[config.mk]
export PLATFORM = sky130hd
export DESIGN_NAME = bill_cart_scanner
export DESIGN_NICKNAME = d
export VERILOG_FILES = /design/src/rtl/bill_cart_scanner.sv
export SDC_FILE = /design/constraint.sdc
export NUM_CORES = 1
export LEC_CHECK = 0
export ABC_AREA = 1
export CELL_PAD_IN_SITES_DETAIL_PLACEMENT = 1
export CELL_PAD_IN_SITES_GLOBAL_PLACEMENT = 2
export CORE_MARGIN = 5
export CORE_UTILIZATION = 33
export DETAILED_ROUTE_END_ITERATION = 6
export PLACE_DENSITY = 0.86
export SYNTH_ARGS = -nofsm -noshare
export SYNTH_HDL_FRONTEND = slang
export SYNTH_SLANG_ARGS = --single-unit
[constraint.sdc]
create_clock -name clk -period 5.7 [get_ports clk]
set_clock_uncertainty 0.15 [all_clocks]
set_input_delay 1.14 -clock clk [delete_from_list [all_inputs] [get_ports clk]]
set_output_delay 1.14 -clock clk [all_outputs]
set_load 0.05 [all_outputs]
[src/rtl/bill_cart_scanner.sv]
// bill_cart_scanner
// Sequential front end for the bill amount generator. Collects one item scan
// per clock into five saturating 4-bit per-product quantities, freezes them on
// checkout for the combinational bill block, and clears them on bill_ack.
//
// Ports:
//   clk          system clock, rising edge
//   rst          asynchronous active-high reset
//   scan_valid   scan qualifier, sampled every rising edge
//   scan_id      product code (1..5 valid, 0/6/7 invalid)
//   scan_remove  with scan_valid: 1 removes one item, 0 adds one
//   checkout     request to freeze the cart
//   bill_ack     bill consumed; clears the cart while locked
//   q1..q5       registered per-product quantities
//   item_count   registered sum of q1..q5 (0..75)
//   bill_valid   quantities frozen and valid for billing
//   scan_ok      one-cycle pulse: previous-cycle scan was applied
//   err          one-cycle pulse: previous-cycle request was rejected
//   err_code     qualified by err: 1 bad id, 2 saturation/underflow,
//                3 locked or empty checkout (0 when err is low)
//   state_dbg    current FSM state (0 IDLE, 1 SHOP, 2 LOCK)
//
// Handshake: there is no backpressure. Every cycle with scan_valid high is one
// scan request, consumed at that rising edge; its outcome appears as exactly
// one of scan_ok / err during the following cycle. checkout and bill_ack are
// level requests sampled at the same edge.
module bill_cart_scanner #(
  parameter int NPROD = 5,
  parameter int QMAX  = 15
) (
  input  logic       clk,
  input  logic       rst,
  input  logic       scan_valid,
  input  logic [2:0] scan_id,
  input  logic       scan_remove,
  input  logic       checkout,
  input  logic       bill_ack,
  output logic [3:0] q1,
  output logic [3:0] q2,
  output logic [3:0] q3,
  output logic [3:0] q4,
  output logic [3:0] q5,
  output logic [6:0] item_count,
  output logic       bill_valid,
  output logic       scan_ok,
  output logic       err,
  output logic [1:0] err_code,
  output logic [1:0] state_dbg
);

  typedef enum logic [1:0] {
    IDLE = 2'd0,
    SHOP = 2'd1,
    LOCK = 2'd2
  } state_t;

  state_t     state, state_n;
  logic [3:0] q_r [NPROD];
  logic [3:0] q_n [NPROD];
  logic [6:0] count_n;
  logic       bill_valid_n;
  logic       scan_ok_n;
  logic       err_n;
  logic [1:0] err_code_n;

  logic             id_ok;
  logic [NPROD-1:0] hit;
  logic [3:0]       sel_q;

  // One-hot decode of the product code; an invalid id selects nothing.
  always_comb begin
    id_ok = (scan_id >= 3'd1) && (scan_id <= 3'd5);
    hit   = '0;
    sel_q = '0;
    for (int i = 0; i < NPROD; i++) begin
      hit[i] = id_ok && (scan_id == 3'(i + 1));
      if (hit[i]) sel_q = q_r[i];
    end
  end

  always_comb begin
    state_n    = state;
    count_n    = item_count;
    scan_ok_n  = 1'b0;
    err_n      = 1'b0;
    err_code_n = 2'd0;
    for (int i = 0; i < NPROD; i++) q_n[i] = q_r[i];

    if (state == LOCK) begin
      // Cart is frozen: scans always bounce, checkout is a silent no-op.
      if (scan_valid) begin
        err_n      = 1'b1;
        err_code_n = 2'd3;
      end
      if (bill_ack) begin
        for (int i = 0; i < NPROD; i++) q_n[i] = '0;
        count_n = '0;
        state_n = IDLE;
      end
    end else begin
      // The id check comes before the saturation/underflow check.
      if (scan_valid) begin
        if (!id_ok) begin
          err_n      = 1'b1;
          err_code_n = 2'd1;
        end else if (scan_remove) begin
          if (sel_q == 4'd0) begin
            err_n      = 1'b1;
            err_code_n = 2'd2;
          end else begin
            for (int i = 0; i < NPROD; i++)
              if (hit[i]) q_n[i] = q_r[i] - 4'd1;
            count_n   = item_count - 7'd1;
            scan_ok_n = 1'b1;
          end
        end else begin
          if (sel_q == 4'(QMAX)) begin
            err_n      = 1'b1;
            err_code_n = 2'd2;
          end else begin
            for (int i = 0; i < NPROD; i++)
              if (hit[i]) q_n[i] = q_r[i] + 4'd1;
            count_n   = item_count + 7'd1;
            scan_ok_n = 1'b1;
          end
        end
      end

      // Checkout acts on the post-scan count. An empty checkout reports
      // code 3 unless the same-cycle scan already reported its own error;
      // a scan that emptied the cart yields err only, never scan_ok with it.
      if (checkout) begin
        if (count_n != 7'd0) begin
          state_n = LOCK;
        end else begin
          state_n = IDLE;
          if (!err_n) begin
            scan_ok_n  = 1'b0;
            err_n      = 1'b1;
            err_code_n = 2'd3;
          end
        end
      end else begin
        state_n = (count_n != 7'd0) ? SHOP : IDLE;
      end
    end

    bill_valid_n = (state_n == LOCK);
  end

  always_ff @(posedge clk or posedge rst) begin
    if (rst) begin
      state <= IDLE;
    end else begin
      state <= state_n;
    end
  end

  always_ff @(posedge clk or posedge rst) begin
    if (rst) begin
      for (int i = 0; i < NPROD; i++) q_r[i] <= '0;
      item_count <= '0;
      bill_valid <= 1'b0;
      scan_ok    <= 1'b0;
      err        <= 1'b0;
      err_code   <= 2'd0;
    end else begin
      for (int i = 0; i < NPROD; i++) q_r[i] <= q_n[i];
      item_count <= count_n;
      bill_valid <= bill_valid_n;
      scan_ok    <= scan_ok_n;
      err        <= err_n;
      err_code   <= err_code_n;
    end
  end

  assign q1        = q_r[0];
  assign q2        = q_r[1];
  assign q3        = q_r[2];
  assign q4        = q_r[3];
  assign q5        = q_r[4];
  assign state_dbg = state;

endmodule

==> impl_metrics.tcl <==
set metrics [dict create \
    outcome "finished clean" \
    syn-cell-area_sq_um 2653 \
    hold_viol 0 \
    timing.hold.worst.start "q5[0]$_DFFE_PP0P_" \
    drt_first_pass_iters 4 \
    clockBufferDepth 2 \
    number_of_buffers_created_by_cts 5 \
    synth_mux_area_share_pct 0 \
    place.detailed.hpwl_mm 5.955 \
    max-vdd-ir-drop_mv 0.2218 \
    commonest_non_fill_non_tap_cells_in_the_layout "91 x sky130_fd_sc_hd__nand2_1, 42 x sky130_fd_sc_hd__clkdlybuf4s50_1, 38 x sky130_fd_sc_hd__inv_1" \
    drt_drc_violations_left 0 \
    crit-reg2reg-launch "q2[3]$_DFFE_PP0P_" \
    ctsHoldBuffers 0 \
    power_leakage_nw 1.531 \
    path_clk_slew_ps 80 \
    max_cap_viol_count 0 \
    clkLatencyLatePin_ps 290 \
    rows 32 \
    drt-vias-per-instance 5.071 \
    power_per_cell_area_nw_per_um2 592.5 \
    worstSetupStartpoint "scan_id[0]" \
    ys_seq_area_share_pct 32.08 \
    report.final.slew_viol_count 0 \
    mostFrequentLayoutCell "sky130_fd_sc_hd__nand2_1" \
    post_place_setup_slack_ps 1388 \
    kind_of_start_point_of_the_critical_path "primary input" \
    grt_antenna_before_repair 0 \
    finalSetupViolations 0 \
    synth-warning-count 0 \
    cts_htree_levels 2 \
    clock_tree.root_cell "sky130_fd_sc_hd__clkbuf_8" \
    gp_congestion 0.8129 \
    post_cts_repair_timing_setup_buffer_count 0 \
    synth.distinct_cells 35 \
    drtIter0Drc 88 \
    drt-total-wl_mm 7.853 \
    synthSimpleGateAreaFrac_pct 33.21 \
    timing_worst_setup_path_type "in -> reg" \
    floorplan.initialDensity_pct 34.15 \
    drt.antenna.violating_nets 0 \
    worst_min_delay_path_category "reg -> reg" \
    grt_pass1_wl_mm 13.31 \
    wire_per_inst_um 15.46 \
    floorplan.io_pins 43 \
    antennaDiodeCount 0 \
    fin_hold_ws_ps 380.0 \
    max_slew_headroom_pct 36.09 \
    post_synth_adder_cell_area_pct 9.434 \
    port_buffers 42 \
    grt_usage_pct 16.63 \
    tritoncts "built" \
    worst-endpoint-arrival_ps 4070 \
    critical_path_peak_fanout 13 \
    worst_slack_ps 1658 \
    cp_data_required_time_ps 5730 \
    worst_slew_pin_slew_ps 957.6 \
    postSynthRegisterBits 34 \
    postPlaceCellArea_sq_um 3197 \
    mapped_avg_cell_area_sq_um 7.389 \
    core_utilization_of_the_finished_layout_pct 42.57 \
    finish.net_count 431 \
    cell_area_after_layout_sq_um 3307 \
    cts_resized 0 \
    achievable-frequency_mhz 247.4 \
    grt_max_degree 35 \
    timing.final.crit_period_ps 4042 \
    drive_above_1_share_pct 10.10 \
    synth_compound_gate_area_share_pct 14.53 \
    vias_in_the_first_global_route 2636 \
    synth_top_family_by_area "simple AND/OR/NAND/NOR gates" \
    width_of_the_die_um 99.66 \
    setup_tns_ps 0 \
    core_region_area_sq_um 7767 \
    layout-area-overhead-vs-synth_pct 24.67 \
    route.vias.total 2576 \
    synth.net_count 385 \
    rsz0062_at_grt "false" \
    post_synthesis_xor_xnor_area_fraction_pct 3.302 \
    dieArea_sq_um 9931 \
    layout_worst_path_cycle_share_pct 70.91 \
    worstSetupEndpointType "flip-flop" \
    die_height_um 99.66 \
    postSynthCellCount 359 \
    globalRoute.totalOverflow 0 \
    clkSinkCount 34 \
]
==> final timing paths <==
check                                            end  slack, ps  cells past startpoint
max reg2reg                        q3[3]$_DFFE_PP0P_       3200                     17
min                                q5[0]$_DFFE_PP0P_        380                      1
max in group asynchronous  item_count[3]$_DFFE_PP0P_       3960                      3
max                                q3[3]$_DFFE_PP0P_       1660                     16
min reg2reg                        q5[0]$_DFFE_PP0P_        380                      1
min in group asynchronous     state_dbg[1]$_DFF_PP0_       1110                      3
==> stage by stage <==
stage	total power, W	instances
after floorplan	0.001355	359
after global placement	0.001730	500
after detailed placement	0.001754	500
after CTS	0.001983	508
after global routing	0.002114	508
final	0.001959	508
==> kinds of logic after synthesis <==
logic type | Yosys count
compound gates | 55
xor+xnor | 10
fa+ha+maj | 17
buf+inv | 51
flops | 34
simple gates | 192
==> critical path, cell delays in order <==
cell and delay [ps]:
sky130_fd_sc_hd__clkdlybuf4s50_1 780, sky130_fd_sc_hd__inv_1 270, sky130_fd_sc_hd__nand3_1 250, sky130_fd_sc_hd__nor2_1 70, sky130_fd_sc_hd__nor2_1 120, sky130_fd_sc_hd__nand3_2 120
sky130_fd_sc_hd__nor2_4 150, sky130_fd_sc_hd__nand2_4 90, sky130_fd_sc_hd__nand2_2 80, sky130_fd_sc_hd__a21oi_2 100, sky130_fd_sc_hd__nand2_4 90, sky130_fd_sc_hd__inv_2 80
sky130_fd_sc_hd__a21oi_4 390, sky130_fd_sc_hd__a21oi_4 100, sky130_fd_sc_hd__o211ai_1 140, sky130_fd_sc_hd__o21ai_1 80
==> cells in the mapped netlist <==
master / count / share of area (%)
sky130_fd_sc_hd__nor3b_1: 1 / 0.28
sky130_fd_sc_hd__nand2_1: 91 / 13
sky130_fd_sc_hd__nand3_1: 37 / 7.0
sky130_fd_sc_hd__xnor2_1: 7 / 2.3
sky130_fd_sc_hd__o21ai_0: 5 / 0.94
sky130_fd_sc_hd__o2bb2ai_1: 1 / 0.33
sky130_fd_sc_hd__dfrtp_1: 34 / 32
sky130_fd_sc_hd__nor2_4: 3 / 1.3
sky130_fd_sc_hd__nor2_1: 32 / 4.5
sky130_fd_sc_hd__inv_2: 4 / 0.57
sky130_fd_sc_hd__a21oi_4: 5 / 3.1
sky130_fd_sc_hd__a21oi_2: 3 / 0.99
sky130_fd_sc_hd__o32ai_1: 1 / 0.33
sky130_fd_sc_hd__buf_2: 3 / 0.57
sky130_fd_sc_hd__buf_1: 1 / 0.14
sky130_fd_sc_hd__nor2_2: 5 / 1.2
sky130_fd_sc_hd__o22ai_1: 6 / 1.4
sky130_fd_sc_hd__o31ai_1: 3 / 0.85
sky130_fd_sc_hd__nand3_2: 2 / 0.75
sky130_fd_sc_hd__a21oi_1: 13 / 2.5
sky130_fd_sc_hd__o21ai_1: 10 / 1.9
sky130_fd_sc_hd__or2_2: 1 / 0.24
sky130_fd_sc_hd__fa_1: 5 / 3.8
sky130_fd_sc_hd__xor2_1: 3 / 0.99
sky130_fd_sc_hd__nand2_4: 3 / 1.3
sky130_fd_sc_hd__o211ai_1: 4 / 1.1
sky130_fd_sc_hd__nor3_1: 4 / 0.75
sky130_fd_sc_hd__inv_4: 1 / 0.24
sky130_fd_sc_hd__nand2_2: 3 / 0.71
sky130_fd_sc_hd__nand4_1: 10 / 2.4
sky130_fd_sc_hd__inv_1: 38 / 5.4
sky130_fd_sc_hd__a211oi_1: 4 / 1.1
sky130_fd_sc_hd__clkbuf_1: 2 / 0.28
sky130_fd_sc_hd__ha_1: 12 / 5.7
sky130_fd_sc_hd__clkinv_1: 2 / 0.28
==> routing by layer <==
metal / vias up / track usage (%) / wire (um)
li1: 1280 / - / -
met5: - / 0 / 0
met3: 7 / 1.753 / 192
met2: 34 / 28.05 / 3775
met4: 0 / 5.042 / 90
met1: 1255 / 22.40 / 3794
==> layout make-up <==
| type | instances | area [sq um] |
|---|---|---|
| Clock buffer | 8 | 110.1 |
| Multi-Input combinational cell | 274 | 1604 |
| Sequential cell | 34 | 850.8 |
| Inverter | 45 | 171.4 |
| Timing Repair Buffer | 45 | 442.9 |
| Fill cell | 990 | 4461 |
| Tap cell | 102 | 127.6 |
==> state kept, by name, indices dropped and copies added, names as in the netlist <==
name and count:
err 1, q2 4, q5 4, state_dbg 2
err_code 2, q1 4, scan_ok 1, q4 4
bill_valid 1, q3 4, item_count 7
==> report_power, final <==
| part | leakage, nW | internal [W] | switching [W] |
|---|---|---|---|
| clock network | 0.0575 | 0.000122 | 0.0000975 |
| logic | 1.04 | 0.000417 | 0.000864 |
| registers | 0.430 | 0.000345 | 0.000113 |
| total | 1.53 | 0.000885 | 0.00107 |
Power figures use the tool's default switching activity.
